$ cat config.mk
export PLATFORM = sky130hd
export DESIGN_NAME = soc_timer_bank
export DESIGN_NICKNAME = d
export VERILOG_FILES = /design/src/rtl/soc_timer_pkg.sv /design/src/rtl/soc_timer_chan.sv /design/src/rtl/soc_timer_bank.sv
export SDC_FILE = /design/constraint.sdc
export NUM_CORES = 1
export LEC_CHECK = 0
export ABC_AREA = 1
export BUFFER_PORTS_ARGS = -buffer_cell sky130_fd_sc_hd__buf_2
export CAP_MARGIN = 0
export CORE_ASPECT_RATIO = 0.9
export CORE_MARGIN = 2
export CORE_UTILIZATION = 35
export CTS_BUF_LIST = sky130_fd_sc_hd__clkbuf_8
export CTS_CLUSTER_DIAMETER = 30
export DETAILED_ROUTE_END_ITERATION = 10
export PLACE_DENSITY = 0.57
export SYNTH_ARGS = -nofsm -noshare
export SYNTH_HDL_FRONTEND = slang
export SYNTH_SLANG_ARGS = --single-unit
$ cat constraint.sdc
create_clock -name clk -period 7.8 [get_ports clk]
set_input_delay 0.78 -clock clk [delete_from_list [all_inputs] [get_ports clk]]
set_output_delay 0.78 -clock clk [all_outputs]
set_load 0.02 [all_outputs]
$ cat src/rtl/soc_timer_pkg.sv
// soc_timer_pkg: register map offsets and CTRL bit positions for the timer bank.
// No ports; imported by soc_timer_chan and soc_timer_bank.
package soc_timer_pkg;
    localparam int unsigned REG_CYCLES = 0;
    localparam int unsigned REG_PRESC  = 1;
    localparam int unsigned CH_BASE    = 4;
    localparam int unsigned CH_STRIDE  = 4;
    localparam int unsigned CTRL_EN    = 0;
    localparam int unsigned CTRL_PER   = 1;
    localparam int unsigned CTRL_IE    = 2;
    typedef enum logic [1:0] {
        CH_COUNT   = 2'd0,
        CH_COMPARE = 2'd1,
        CH_CTRL    = 2'd2,
        CH_STATUS  = 2'd3
    } ch_reg_e;
endpackage

$ cat src/rtl/soc_timer_chan.sv
// soc_timer_chan: one compare timer (COUNT, COMPARE, CTRL, sticky MATCH).
// Ports: clk/rst (sync, active-low); i_tick prescaler tick; i_we_* decoded
// register write strobes with i_wdata; i_reg selects o_rdata; o_irq = MATCH & IE.
module soc_timer_chan
    import soc_timer_pkg::*;
#(
    parameter int unsigned WIDTH = 32
) (
    input  logic             clk,
    input  logic             rst,
    input  logic             i_tick,
    input  logic             i_we_count,
    input  logic             i_we_cmp,
    input  logic             i_we_ctrl,
    input  logic             i_we_stat,
    input  logic [WIDTH-1:0] i_wdata,
    input  ch_reg_e          i_reg,
    output logic [31:0]      o_rdata,
    output logic             o_irq
);
    logic [WIDTH-1:0] r_count;
    logic [WIDTH-1:0] r_cmp;
    logic [2:0]       r_ctrl;
    logic             r_match;
    logic             w_run;
    logic             w_hit;

    always_comb begin
        w_run   = i_tick && r_ctrl[CTRL_EN];
        w_hit   = w_run && (r_count == r_cmp);
        o_irq   = r_match && r_ctrl[CTRL_IE];
        o_rdata = i_reg == CH_COUNT   ? 32'(r_count) :
                  i_reg == CH_COMPARE ? 32'(r_cmp)   :
                  i_reg == CH_CTRL    ? {29'd0, r_ctrl} : {31'd0, r_match};
    end

    // CPU writes to COUNT/CTRL override the tick update; a match set
    // overrides a same-cycle STATUS clear.
    always_ff @(posedge clk) begin
        if (!rst) begin
            r_count <= '0;
            r_cmp   <= '0;
            r_ctrl  <= '0;
            r_match <= 1'b0;
        end else begin
            if (i_we_count)
                r_count <= i_wdata;
            else if (w_hit)
                r_count <= r_ctrl[CTRL_PER] ? '0 : r_count;
            else if (w_run)
                r_count <= r_count + WIDTH'(1);
            if (i_we_cmp)
                r_cmp <= i_wdata;
            if (i_we_ctrl)
                r_ctrl <= i_wdata[2:0];
            else if (w_hit && !r_ctrl[CTRL_PER])
                r_ctrl[CTRL_EN] <= 1'b0;
            if (w_hit)
                r_match <= 1'b1;
            else if (i_we_stat && i_wdata[0])
                r_match <= 1'b0;
        end
    end
endmodule

$ cat src/rtl/soc_timer_bank.sv
// soc_timer_bank: memory-mapped cycle counter, shared prescaler and NCHAN compare timers.
// Ports: clk/rst (sync, active-low); addr_b/data_b_in/data_b_we CPU data port;
// data_b/strobe_b registered read data and valid; irq registered OR of channel MATCH & IE.
module soc_timer_bank
    import soc_timer_pkg::*;
#(
    parameter int unsigned BASE    = 65542,
    parameter int unsigned NCHAN   = 4,
    parameter int unsigned WIDTH   = 32,
    parameter int unsigned PRESC_W = 8
) (
    input  logic        clk,
    input  logic        rst,
    input  logic [31:0] addr_b,
    input  logic [31:0] data_b_in,
    input  logic        data_b_we,
    output logic [31:0] data_b,
    output logic        strobe_b,
    output logic        irq
);
    localparam int unsigned NREG = CH_BASE + CH_STRIDE * NCHAN;

    logic [WIDTH-1:0]   r_cycles;
    logic [PRESC_W-1:0] r_presc;
    logic [PRESC_W-1:0] r_pc;
    logic [31:0]        w_off;
    logic [31:0]        w_rd;
    logic [31:0]        w_ch_rd_sel;
    logic [2:0]         w_ch;
    ch_reg_e            w_reg;
    logic               w_hit;
    logic               w_is_ch;
    logic               w_map;
    logic               w_tick;
    logic               w_presc_we;
    logic [31:0]        w_ch_rd [NCHAN];
    logic [NCHAN-1:0]   w_ch_irq;
    logic [NCHAN-1:0]   w_ch_sel;

    // BASE+2/+3 sit inside the decoded window but are not mapped, so they
    // hit the window yet never raise strobe or write anything.
    always_comb begin
        w_off       = addr_b - BASE;
        w_hit       = (addr_b >= BASE) && (w_off < NREG);
        w_is_ch     = w_off >= CH_BASE;
        w_ch        = 3'((w_off - CH_BASE) >> 2);
        w_reg       = ch_reg_e'(w_off[1:0]);
        w_map       = w_hit && (w_is_ch || w_off == REG_CYCLES || w_off == REG_PRESC);
        w_tick      = r_pc == r_presc;
        w_presc_we  = data_b_we && w_hit && (w_off == REG_PRESC);
        w_ch_rd_sel = '0;
        for (int c = 0; c < NCHAN; c++)
            if (w_ch == 3'(c))
                w_ch_rd_sel = w_ch_rd[c];
        w_rd        = w_is_ch ? w_ch_rd_sel : w_off == REG_PRESC ? 32'(r_presc) : 32'(r_cycles);
    end

    for (genvar g = 0; g < NCHAN; g++) begin : g_ch
        assign w_ch_sel[g] = w_hit && w_is_ch && (w_ch == 3'(g));
        soc_timer_chan #(.WIDTH(WIDTH)) u_chan (
            .clk        (clk),
            .rst        (rst),
            .i_tick     (w_tick),
            .i_we_count (data_b_we && w_ch_sel[g] && w_reg == CH_COUNT),
            .i_we_cmp   (data_b_we && w_ch_sel[g] && w_reg == CH_COMPARE),
            .i_we_ctrl  (data_b_we && w_ch_sel[g] && w_reg == CH_CTRL),
            .i_we_stat  (data_b_we && w_ch_sel[g] && w_reg == CH_STATUS),
            .i_wdata    (data_b_in[WIDTH-1:0]),
            .i_reg      (w_reg),
            .o_rdata    (w_ch_rd[g]),
            .o_irq      (w_ch_irq[g])
        );
    end

    // Writing PRESC restarts the prescaler phase from 0.
    always_ff @(posedge clk) begin
        if (!rst) begin
            r_cycles <= '0;
            r_presc  <= '0;
            r_pc     <= '0;
            data_b   <= '0;
            strobe_b <= 1'b0;
            irq      <= 1'b0;
        end else begin
            r_cycles <= r_cycles + WIDTH'(1);
            r_presc  <= w_presc_we ? data_b_in[PRESC_W-1:0] : r_presc;
            r_pc     <= (w_presc_we || w_tick) ? '0 : r_pc + PRESC_W'(1);
            data_b   <= w_map ? w_rd : '0;
            strobe_b <= w_map;
            irq      <= |w_ch_irq;
        end
    end
endmodule
==> impl_metrics.ini <==
[timing]
finalSetupTns_ps = 0
rsz0062_at_grt = false
final_hold_viol_count = 0
period_minus_slack_ps = 4590
max_slew_margin_pct = 21.2
slew_violations = 0
clock.fmax_mhz = 218
fin_crit_sh_pct = 58.8
worst_slack_ps = 3210
fin_hold_ws_ps = 442
setup_viol = 0
fin_skew_ps = 28.3
worstMarginPinSlew_ps = 1180

[placement]
portBuffers = 100
post-place-ws_ps = 2620
placed_area_um2 = 24100
place_inst = 4492
dp_hpwl_mm = 72.5
gp_congestion = 1.04

[pwr]
total_power_mw = 5.04
p_seq_share_pct = 36.0
clkPwrFrac_pct = 57.3
vdd_drop_max_mv = 0.106
p_leak_nw = 9.91
swShare_pct = 26.7
powerDensity_nw_per_um2 = 191
p_sw_mw = 1.35
power_frac_comb_pct = 6.7
p_int_mw = 3.69

[floorplanning]
fp.dieW_um = 275
start_util_pct = 35.3
core_area_um2 = 65500
row_count = 89
die_y_um = 248
dieArea_um2 = 68100
boundaryPins = 101

[clock_network]
cts_resized = 0
cts_setup_buffers = 0
htree_num_levels = 3
clk_pin_slew_ps = 60
cts_sinks = 354
clock_latency_ps = 700
root_buffer = clkbuf_8
cts_buffer_depth = 3
cts_tree = done
cts_inserted_buffers = 103
hold_buffers = 0

[setup_path]
crit_top_cell = nand2_1
crit_required_ps = 8400
cpMaxStageDelayCell = nand2_2
worstSetupPathType = in2reg
worst_r2r_endpoint = g_ch[3].u_chan.r_count[25]$_SDFFE_PN0P_
r2r_start = r_presc[0]$_SDFFE_PN0P_
slowest_delay_ps = 740
critPathMaxFanout = 52
worstSetupEndpointType = register
cp-startpoint = addr_b[1]
ff2ff_path_depth = 12
start_kind = input pin
rrSetupSlack_ps = 3620
cp_cell_sequence = buf_2 > ha_1 > inv_1 > nand2_2 > nor2_2 > nand2_1 > nand2_2 > nand2_1 > nand2_1 > nand2_1 > inv_1 > nand3_1 > nor2_1 > nand2_1 > nor2_1 > nand2_2 > inv_2 > nor2_2 > buf_4 > nand2_2 > o21ai_0 > a21oi_1
cp.arrival_ps = 5180

[final_layout]
multi_input_area_um2 = 13700
fillCellCount = 7142
drive_gt1_share_pct = 9.52
fin_cells = 4681
final_util_pct = 40.3
areaGrowthSynthToFinish_pct = 14.3
seq_area_um2 = 7090
fin_nets = 3808
fin_area_um2 = 26400

[global_route]
grt_max_degree = 82
grt_overflow = 0
grt_pass1_wl_mm = 151
grt_pass1_vias = 23200
grt_usage_pct = 29.5
antenna_found_initial = 8

[synthesis]
seq_area_frac_synth_pct = 30.7
syn_nets = 3776
synth_cell_type_count = 49
synth_edf_count = 0
ys_ff_latch = 354
ys.flop_type = dfxtp_1
avgSynthCellArea_um2 = 6.24
yosys_warnings = 0
synth_area_um2 = 23100
async_reset_ff_share_pct = 0
synth.most_common_cell = nand2_1
synth_top_area_share_pct = 30.7
ys_top_cells_by_area = dfxtp_1 (31%), nand2_1 (14%), nor2_1 (8.3%)
yosys.area.top_type = dfxtp_1
synthTopCellsByCount = nand2_1 (834), nor2_1 (513), inv_1 (390)
syn_inst = 3701

[routing]
vias = 25900
top_layer = met5
postRouteAntennaNets = 0
first_pass_iters = 6
drtIter0Drc = 3531
wl_met1_mm = 43.4
met2_length_mm = 41.8
route.met3.wl_mm = 10.8
drt-vias-per-instance = 5.54
wl_per_cell_um = 21.9
drc = 0
routed_wl_mm = 102

[worst_hold_path]
hp-class = in2reg
hold_path_end = g_ch[3].u_chan.r_cmp[30]$_SDFFE_PN0P_
hold_start = data_b_in[30]
min_delay_path_depth = 3

[outcome]
status = finished clean

[flow_run]
drv_cap = 0
critical path, delay by kind of cell:
family / cells / cell delay (ps)
and+or+nand+nor: 14 / 2420
buffers and inverters: 5 / 1290
AOI/OAI and AO/OA: 2 / 380
adders and majority gates: 1 / 260
sequential cells by signal, summed over array words and instances (netlist names):
register	cells
r_cycles	32
strobe_b	1
g_ch.u_chan.r_cmp	128
r_presc	8
g_ch.u_chan.r_match	4
data_b	32
g_ch.u_chan.r_ctrl	12
irq	1
r_pc	8
g_ch.u_chan.r_count	128
layout make-up:
class                           instances  share of cell area (%)
Antenna cell                            4                  0.0379
Clock buffer                          126                    6.57
Clock inverter                         59                    2.26
Inverter                              399                    5.70
Multi-Input combinational cell       2751                    51.9
Sequential cell                       354                    26.8
Tap cell                              864                    4.09
Timing Repair Buffer                  124                    2.59
power by group through the flow:
stage | registers, mW | clock network [mW] | logic [mW]
floorplan | 1.85 | 0 | 0.152
global placement | 1.85 | 0 | 0.322
detailed placement | 1.85 | 0 | 0.320
CTS | 1.81 | 2.91 | 0.321
global route | 1.81 | 3.02 | 0.343
finish | 1.81 | 2.89 | 0.337
logic make-up (layout without fill, tap and decap cells):
| family | Yosys count | in the layout | synth area share (%) |
|---|---|---|---|
| and+or+nand+nor | 1935 | 1935 | 36.2 |
| AOI/OAI and AO/OA | 665 | 665 | 17.2 |
| buffers and inverters | 596 | 708 | 10.1 |
| DFF | 354 | 354 | 30.7 |
| xor gates and xnor gates | 143 | 143 | 5.42 |
| adders and majority gates | 8 | 8 | 0.433 |
| other | 0 | 4 | 0 |
routing by layer:
metal	global-route usage, %	vias up
li1	-	12400
met1	40.0	11900
met2	42.6	1369
met3	6.73	278
met4	17.6	2
met5	0	-
how the worst max path moves through the flow:
stage,end,cells past startpoint
after floorplan,g_ch[0].u_chan.r_ctrl[1]$_SDFFE_PN0P_,9
after global placement,g_ch[3].u_chan.r_cmp[23]$_SDFFE_PN0P_,22
after detailed placement,g_ch[3].u_chan.r_cmp[11]$_SDFFE_PN0P_,22
after CTS,g_ch[3].u_chan.r_cmp[11]$_SDFFE_PN0P_,22
after global routing,g_ch[3].u_chan.r_cmp[11]$_SDFFE_PN0P_,22
final,g_ch[3].u_chan.r_cmp[4]$_SDFFE_PN0P_,22
placed cells by master (no fill, tap or decap), types with 17 or more instances in the layout:
cell type,count
nor2_1,511
a31oi_1,20
o221ai_1,22
xnor2_1,80
a211oi_1,92
inv_1,405
nand4_1,83
buf_2,99
dfxtp_1,354
o21ai_0,216
buf_4,25
xor2_1,63
nor3_1,90
nand2_1,832
clkinv_2,17
clkbuf_8,126
a21oi_1,212
nand3_1,308
o22ai_1,37
nor4_1,44
Note: power is estimated with default switching activity, not from simulation.
